`config.mk`:
```
export PLATFORM = sky130hd
export DESIGN_NAME = stopwatch_button_fsm_flat
export DESIGN_NICKNAME = d
export VERILOG_FILES = /design/src/rtl/stopwatch_pkg.sv /design/src/rtl/stopwatch_button_fsm_if.sv /design/src/rtl/button_debounce.sv /design/src/rtl/stopwatch_button_fsm.sv /design/src/flat_wrapper.sv
export SDC_FILE = /design/constraint.sdc
export NUM_CORES = 1
export LEC_CHECK = 0
export ABC_AREA = 1
export CAP_MARGIN = 25
export CORE_MARGIN = 2
export CORE_UTILIZATION = 45
export DETAILED_ROUTE_END_ITERATION = 7
export PLACE_DENSITY_LB_ADDON = 0.25
export REMOVE_ABC_BUFFERS = 1
export SYNTH_ARGS = -nofsm -noshare
export SYNTH_HDL_FRONTEND = slang
export SYNTH_SLANG_ARGS = --single-unit
```
`constraint.sdc`:
```
create_clock -name clk -period 1.95 [get_ports clk]
set_input_delay 0.39 -clock clk [delete_from_list [all_inputs] [get_ports clk]]
set_output_delay 0.39 -clock clk [all_outputs]
set_load 0.02 [all_outputs]
```
`src/rtl/stopwatch_pkg.sv`:
```
// Shared stopwatch control codes and button indexing for the button FSM.
// Both the FSM and the stopwatch datapath decode the ST_* codes below.
package stopwatch_pkg;

  localparam logic [2:0] ST_IDLE  = 3'b000;
  localparam logic [2:0] ST_RESET = 3'b001;
  localparam logic [2:0] ST_COUNT = 3'b010;
  localparam logic [2:0] ST_PAUSE = 3'b011;
  localparam logic [2:0] ST_STOP  = 3'b100;

  localparam int unsigned NumBtn   = 5;
  localparam int unsigned BtnStart = 0;
  localparam int unsigned BtnReset = 1;
  localparam int unsigned BtnCount = 2;
  localparam int unsigned BtnPause = 3;
  localparam int unsigned BtnStop  = 4;

  // At most one press event is acted on per cycle.
  typedef enum logic [2:0] {
    EvNone,
    EvReset,
    EvStop,
    EvPause,
    EvCount
  } btn_event_e;

endpackage

```
`src/rtl/stopwatch_button_fsm_if.sv`:
```
// Board buttons in, stopwatch control code out.
// master: the button FSM (producer); slave: board/datapath side.
interface stopwatch_button_fsm_if;

  logic       ButtonStart;
  logic       ButtonReset;
  logic       ButtonCount;
  logic       ButtonPause;
  logic       ButtonStop;
  logic [2:0] state;
  logic       state_chg;

  modport master (
    input  ButtonStart, ButtonReset, ButtonCount, ButtonPause, ButtonStop,
    output state, state_chg
  );

  modport slave (
    output ButtonStart, ButtonReset, ButtonCount, ButtonPause, ButtonStop,
    input  state, state_chg
  );

endinterface

```
`src/rtl/button_debounce.sv`:
```
// One raw button: polarity fix, 2-flop synchroniser, stable-count debouncer and
// a one-cycle press pulse on the debounced 0->1 edge.
module button_debounce #(
  parameter int unsigned DEBOUNCE_CYCLES = 1_000_000,
  parameter bit          ACTIVE_LOW      = 1'b1
) (
  input  logic clk,
  input  logic rst,
  input  logic raw_i,
  output logic level_o,
  output logic press_o
);

  localparam int unsigned CntW = $clog2(DEBOUNCE_CYCLES) + 1;
  localparam logic [CntW-1:0] CntMax = CntW'(DEBOUNCE_CYCLES - 1);

  logic            raw_fix;
  logic [1:0]      sync_q;
  logic [CntW-1:0] cnt_q, cnt_d;
  logic            level_q, level_d;
  logic            press_q;

  assign raw_fix = ACTIVE_LOW ? ~raw_i : raw_i;

  // Count only while the synchronised value disagrees with the debounced level.
  always_comb begin
    cnt_d   = '0;
    level_d = level_q;
    if (sync_q[1] != level_q) begin
      if (cnt_q == CntMax) begin
        level_d = ~level_q;
      end else begin
        cnt_d = cnt_q + 1'b1;
      end
    end
  end

  always_ff @(posedge clk) begin
    if (rst) begin
      sync_q  <= '0;
      cnt_q   <= '0;
      level_q <= 1'b0;
      press_q <= 1'b0;
    end else begin
      sync_q  <= {sync_q[0], raw_fix};
      cnt_q   <= cnt_d;
      level_q <= level_d;
      press_q <= level_d & ~level_q;
    end
  end

  assign level_o = level_q;
  assign press_o = press_q;

endmodule

```
`src/rtl/stopwatch_button_fsm.sv`:
```
// Debounced buttons -> stopwatch control code. Define PAUSE_TOGGLE_EN to let a
// Pause press in PAUSE resume counting; otherwise only Count resumes.
module stopwatch_button_fsm
  import stopwatch_pkg::*;
#(
  parameter int unsigned DEBOUNCE_CYCLES = 1_000_000,
  parameter bit          BTN_ACTIVE_LOW  = 1'b1
) (
  input  logic                   clk,
  input  logic                   rst,
  stopwatch_button_fsm_if.master sw
);

  logic [NumBtn-1:0] raw, level, press;
  logic [2:0]        state_q, state_d;
  logic              chg_q;
  btn_event_e        ev;
  logic              unused_btn;

  assign raw[BtnStart] = sw.ButtonStart;
  assign raw[BtnReset] = sw.ButtonReset;
  assign raw[BtnCount] = sw.ButtonCount;
  assign raw[BtnPause] = sw.ButtonPause;
  assign raw[BtnStop]  = sw.ButtonStop;

  for (genvar i = 0; i < NumBtn; i++) begin : g_btn
    button_debounce #(
      .DEBOUNCE_CYCLES (DEBOUNCE_CYCLES),
      .ACTIVE_LOW      (BTN_ACTIVE_LOW)
    ) u_db (
      .clk     (clk),
      .rst     (rst),
      .raw_i   (raw[i]),
      .level_o (level[i]),
      .press_o (press[i])
    );
  end

  // Start is a level switch; the push buttons only matter as press events.
  assign unused_btn = ^{press[BtnStart], level[NumBtn-1:1]};

  always_comb begin
    ev = EvNone;
    if      (press[BtnReset]) ev = EvReset;
    else if (press[BtnStop])  ev = EvStop;
    else if (press[BtnPause]) ev = EvPause;
    else if (press[BtnCount]) ev = EvCount;
  end

  always_ff @(posedge clk) begin
    if (rst) begin
      state_q <= ST_IDLE;
      chg_q   <= 1'b0;
    end else begin
      state_q <= state_d;
      chg_q   <= (state_d != state_q);
    end
  end

  always_comb begin
    state_d = state_q;
    if (!level[BtnStart]) begin
      state_d = ST_IDLE;
    end else begin
      case (state_q)
        ST_IDLE:  state_d = ST_RESET;
        ST_RESET: if (ev == EvCount) state_d = ST_COUNT;
        ST_COUNT: begin
          case (ev)
            EvPause: state_d = ST_PAUSE;
            EvStop:  state_d = ST_STOP;
            EvReset: state_d = ST_RESET;
            default: ;
          endcase
        end
        ST_PAUSE: begin
          case (ev)
            EvCount: state_d = ST_COUNT;
            EvStop:  state_d = ST_STOP;
            EvReset: state_d = ST_RESET;
`ifdef PAUSE_TOGGLE_EN
            EvPause: state_d = ST_COUNT;
`endif
            default: ;
          endcase
        end
        ST_STOP:  if (ev == EvReset) state_d = ST_RESET;
        default:  state_d = ST_IDLE;
      endcase
    end
  end

  always_comb begin
    sw.state     = state_q;
    sw.state_chg = chg_q;
  end

endmodule

```
`src/flat_wrapper.sv`:
```
// flat-port wrapper written by rule: the top's interface ports become plain ports
module stopwatch_button_fsm_flat import stopwatch_pkg::*;
#(
  parameter int unsigned DEBOUNCE_CYCLES = 1_000_000,
  parameter bit          BTN_ACTIVE_LOW  = 1'b1
)
  (clk, rst, sw_ButtonStart, sw_ButtonReset, sw_ButtonCount, sw_ButtonPause, sw_ButtonStop, sw_state, sw_state_chg);
  stopwatch_button_fsm_if sw_i ();
  input  logic clk;
  input  logic rst;
  input wire logic [$bits(sw_i.ButtonStart)-1:0] sw_ButtonStart;
  input wire logic [$bits(sw_i.ButtonReset)-1:0] sw_ButtonReset;
  input wire logic [$bits(sw_i.ButtonCount)-1:0] sw_ButtonCount;
  input wire logic [$bits(sw_i.ButtonPause)-1:0] sw_ButtonPause;
  input wire logic [$bits(sw_i.ButtonStop)-1:0] sw_ButtonStop;
  output wire logic [$bits(sw_i.state)-1:0] sw_state;
  output wire logic [$bits(sw_i.state_chg)-1:0] sw_state_chg;
  assign sw_i.ButtonStart = sw_ButtonStart;
  assign sw_i.ButtonReset = sw_ButtonReset;
  assign sw_i.ButtonCount = sw_ButtonCount;
  assign sw_i.ButtonPause = sw_ButtonPause;
  assign sw_i.ButtonStop = sw_ButtonStop;
  assign sw_state = sw_i.state;
  assign sw_state_chg = sw_i.state_chg;
  stopwatch_button_fsm #(.DEBOUNCE_CYCLES(DEBOUNCE_CYCLES), .BTN_ACTIVE_LOW(BTN_ACTIVE_LOW)) u_core (.clk(clk), .rst(rst), .sw(sw_i));
endmodule
```
# [Word level (Yosys, flattened, before mapping)]
# Cells that the tools add are included.
[word_totals] regBits=128 in_bits=7
[op_classes] addsub=5 eq_ne=19 n_mux=18 n_reduce_logical=7 n_bitwise=19
[op_table] cell="$add A21 B1 Y21 const B" count=5
[op_table] cell="$eq A21 B20 Y1 const B" count=5
[op_table] cell="$mux W3" count=7
[op_table] cell="$pmux W3 S3" count=2
[op_table] cell="$not A1 Y1" count=15
[op_table] cell="$pmux W3 S5" count=1
[op_table] cell="$reduce_or A3 Y1" count=5
[op_table] cell="$eq A3 B2 Y1 const B" count=4
[op_table] cell="$mux W1" count=8
[op_table] cell="$eq A3 B1 Y1 const B" count=2
[op_table] cell="$eq A3 B3 Y1 const B" count=2
[op_table] cell="$ne A1 B1 Y1" count=5
[op_table] cell="$and A1 B1 Y1" count=4
[op_table] cell="$logic_not A3 Y1" count=1
[op_table] cell="$ne A3 B3 Y1" count=1
[op_table] cell="$reduce_and A2 Y1" count=1

# [Depth between registers and ports, before layout]
[logic_depth] ltp_word=9 depth_mapped=10

# [Modules after synthesis]
# From an unflattened synthesis, not the netlist that was laid out.
[unflattened] cells_unflattened=976 hier_area_um2=6650.1
[modules_own_cells] module="button_debounce" n_inst=5 area_per_inst_um2=1268.7 cells_each=184
[modules_own_cells] module="stopwatch_button_fsm" n_inst=1 area_per_inst_um2=306.5 cells_each=56

# [Worst setup path before layout]
# No wires, ideal clock.
[synth_timing] path_type="register -> register" from="reg u_core.g_btn[4].u_db.cnt_q[0]" to="reg u_core.g_btn[4].u_db.cnt_q[10]" period_less_slack_ns=1.531 setup_slack_ns=0.419 path_stages_with_launch=10 n_path_buf=1 arrival_ns=1.414 required_time_ns=1.833 path_cell_list="dfxtp_1 > ha_1 > nand2_1 > inv_1 > nand2_2 > nor4_2 > nand2_1 > nand2_1 > buf_2 > nor2_1"
[synth_between] elab_chain_cells=2 word_cells_on_any_way=3 classes_between="add/sub (1); eq/ne (1); reduce/logical (1)"
[synth_lines] element="start, declared" line_no="button_debounce.sv:19" source="logic [CntW-1:0] cnt_q, cnt_d;"
[synth_lines] element="start signal, assigned" line_no="button_debounce.sv:46" source="cnt_q <= cnt_d;"
[synth_lines] element="branches (longest 2 deep; another with $add A21 B1 Y21)"
# Several ways; the timed one is not identified.
# A chain may end at the register's enable or synchronous reset.

# [Worst setup path in the final report]
[layout_timing] from="reg u_core.state_q[2] (netlist: u_core.sw.state[2])" to="out sw_state[2]"
[layout_lines] element="start, declared" line_no="stopwatch_button_fsm.sv:15" source="logic [2:0] state_q, state_d;"
[layout_lines] element="start signal, assigned" line_no="stopwatch_button_fsm.sv:55" source="state_q <= state_d;"
[layout_lines] element="end, declared" line_no="flat_wrapper.sv:16" source="output wire logic [$bits(sw_i.state)-1:0] sw_state;"
# No word-level cell between the ends.

==> results.md <==
- Pwr dens: 794 nW/um2
- CP max FO: 4
- Num CTS Buffers: 17
- Vias in the first global route: 5,304
- Synth area leader: dfxtp_1
- Leakage: 2.53 nW
- Final core utilization: 52.7%
- Post-synth ARST share: 0%
- Min cycle time layout: 1780 ps
- Post-synth EDFFs: 0
- Mapped cell area: 6660 um2
- Netlist cell types: 41
- Gr usage total: 17.8%
- Area Overhead vs Synth: 14.5%
- Worst-path clk slew: 60 ps
- Core Area: 14,500 um2
- Slowest Stage Delay on Critical Path: 620 ps
- Slowest CP cell: clkdlybuf4s50_1
- Die Ht: 126 um
- Post-route DRC: 0
- Fmax: 561 MHz
- TNS Setup: 0 ps
- Ys flop type: dfxtp_1
- Synth warn: 0
- Antenna-violating nets left: 0
- Hold Path Class: reg -> reg
- Count leader, synth: nand2_1
- Avg Vias per Cell: 4.93
- Synthesized flop and latch total: 128
- Final nets: 978
- Worst EP arrival: 1390 ps
- Endpoints failing hold: 0
- Relative slew slack: 73.9%
- Starting Density: 46.0%
- Die W: 126 um
- DR pass1 iterations: 5
- Final setup vio count: 0
- Via count: 5,738
- CTS Sinks: 128
- I/O pin total: 11
- CTS H-tree depth: 4
- Final WL: 13,300 um
- Initial antenna violation count: 0
- Max-cap viol count: 0
- Die area: 15,800 um2
- Final Cycle Share: 91.5%
- Unrepaired setup endpoints after global routing: no
- Syn_area_per_cell: 7.06 um2
- Status: completed
- Worst setup EP type: output pin
- CP top delay family: buffers and inverters
- # port buffers: 10
- Worst Tran Pin Value: 389 ps
- Post-DP HPWL: 9500 um
- Layout cells sized above 1: 14.2%
- Iter 0 DRT Violations: 450
- Post-CTS Hold Buffers: 0
- TritonCTS clock tree: done
- Crit-path cells: clkdlybuf4s50_1
- Critical path class: reg -> out
- Setup bufs post-CTS: 0
- Sequential area share after synthesis: 38.5%
- Worst IR Drop VDD: 0.623 mV
- Pre-CTS WS: 145 ps
- WL per Instance: 11.4 um
- Routability cong.: 0.897
- Final Slew Violations: 0
- Post-synthesis cell count: 944
- Post_cts resized: 1
- CP Buf/Inv Count: 1
- Post-synth top cells: nand2_1, dfxtp_1, nor2_1, inv_1, a21oi_1
- Antenna cells: 0
- Worst Skew: 9.51 ps
- GR Overflow Total: 0
- Clock Latency Late Sink: 420 ps
- Clock Tree Buf Depth: 2
- Cell row count: 44
- CTS Root Cell: clkbuf_16
- WP data required: 1560 ps
- Yosys top cell area share: 38.5%
- Crit start category: flop
- Global-route wire length before repair: 23,500 um
- Synth top area cells: dfxtp_1, nand2_1, nor2_1, inv_1, a21oi_1
- Largest net degree at the start of global routing: 22
- Final setup margin: 167 ps
==> through the flow <==
| step | cells | total power (W) | hold slack (ps) | instance area, um2 |
|---|---|---|---|---|
| floorplan | 929 | 0.00272 | 388 | 6540 |
| global placement | 1131 | 0.00277 | 389 | 7000 |
| detailed placement | 1131 | 0.00277 | 394 | 7000 |
| CTS | 1163 | 0.00615 | 403 | 7630 |
| global route | 1163 | 0.00628 | 425 | 7630 |
| finish | 1163 | 0.00606 | 402 | 7630 |
==> final timing paths <==
kind / start / endpoint / slack [ps] / depth (start not counted)
max reg2reg: u_core.g_btn[3].u_db.cnt_q[0] / u_core.g_btn[3].u_db.cnt_q[13] / 240 / 8
max: u_core.sw.state[2] / sw_state[2] / 170 / 1
min: u_core.g_btn[4].u_db.sync_q[0] / u_core.g_btn[4].u_db.sync_q[1] / 400 / 2
min reg2reg: u_core.g_btn[4].u_db.sync_q[0] / u_core.g_btn[4].u_db.sync_q[1] / 400 / 2
==> cell families after synthesis <==
group | Yosys count | share of synthesized area, %
AND/OR/NAND/NOR | 545 | 41.2
buffers and inverters | 151 | 9.43
flip-flops | 128 | 38.5
AO/OA/AOI/OAI | 96 | 7.42
XOR/XNOR | 19 | 2.50
adder cells (fa/ha/maj) | 5 | 0.939
==> where the power goes <==
group | internal (W) | leakage (nW) | switching (W)
registers | 0.00263 | 1.03 | 0.00000740
logic | 0.0000316 | 1.19 | 0.0000434
clock network | 0.00218 | 0.304 | 0.00117
total | 0.00484 | 2.53 | 0.00122
==> sequential cells by signal, summed over array words and instances (netlist names) <==
signal,flops
u_core.g_btn.u_db.cnt_q,105
u_core.g_btn.u_db.sync_q,10
u_core.g_btn.u_db.level_o,5
u_core.g_btn.u_db.press_o,4
u_core.sw.state,3
u_core.sw.state_chg,1
==> cell usage in the layout (no fill, tap or decap), types with 6 or more instances in the layout <==
master,n
nand2_1,196
nor2_1,128
dfxtp_1,128
inv_1,113
a21oi_1,65
nand3_1,54
nand4_1,38
nor3_1,35
nor3_2,25
o21ai_0,23
inv_2,22
clkbuf_16,17
xor2_1,14
nand2_2,13
nor2_2,9
clkdlybuf4s50_1,8
nand3b_1,7
nor3b_2,6
nor2_4,6
or2_2,6
clkinv_4,6
==> per-layer routing <==
| metal | vias to the layer above | part of all wire (%) | track usage [%] |
|---|---|---|---|
| li1 | 3102 | - | - |
| met1 | 2522 | 50 | 23.3 |
| met2 | 96 | 44 | 28.0 |
| met3 | 18 | 4.3 | 5.27 |
| met4 | 0 | 1.5 | 6.67 |
| met5 | - | 0 | 0 |
==> cell type report <==
type / instances / area [um2]
Fill cell: 1393 / 6850
Timing Repair Buffer: 18 / 224
Clock inverter: 12 / 185
Sequential cell: 128 / 2560
Tap cell: 184 / 230
Clock buffer: 20 / 447
Multi-Input combinational cell: 665 / 3470
Inverter: 136 / 510
==> tightest hold or removal path, cell delays in order (launching register included) <==
cell and delay, ps:
dfxtp_1 290, inv_1 40, nor2_1 30
Note: power is estimated with default switching activity, not from simulation.
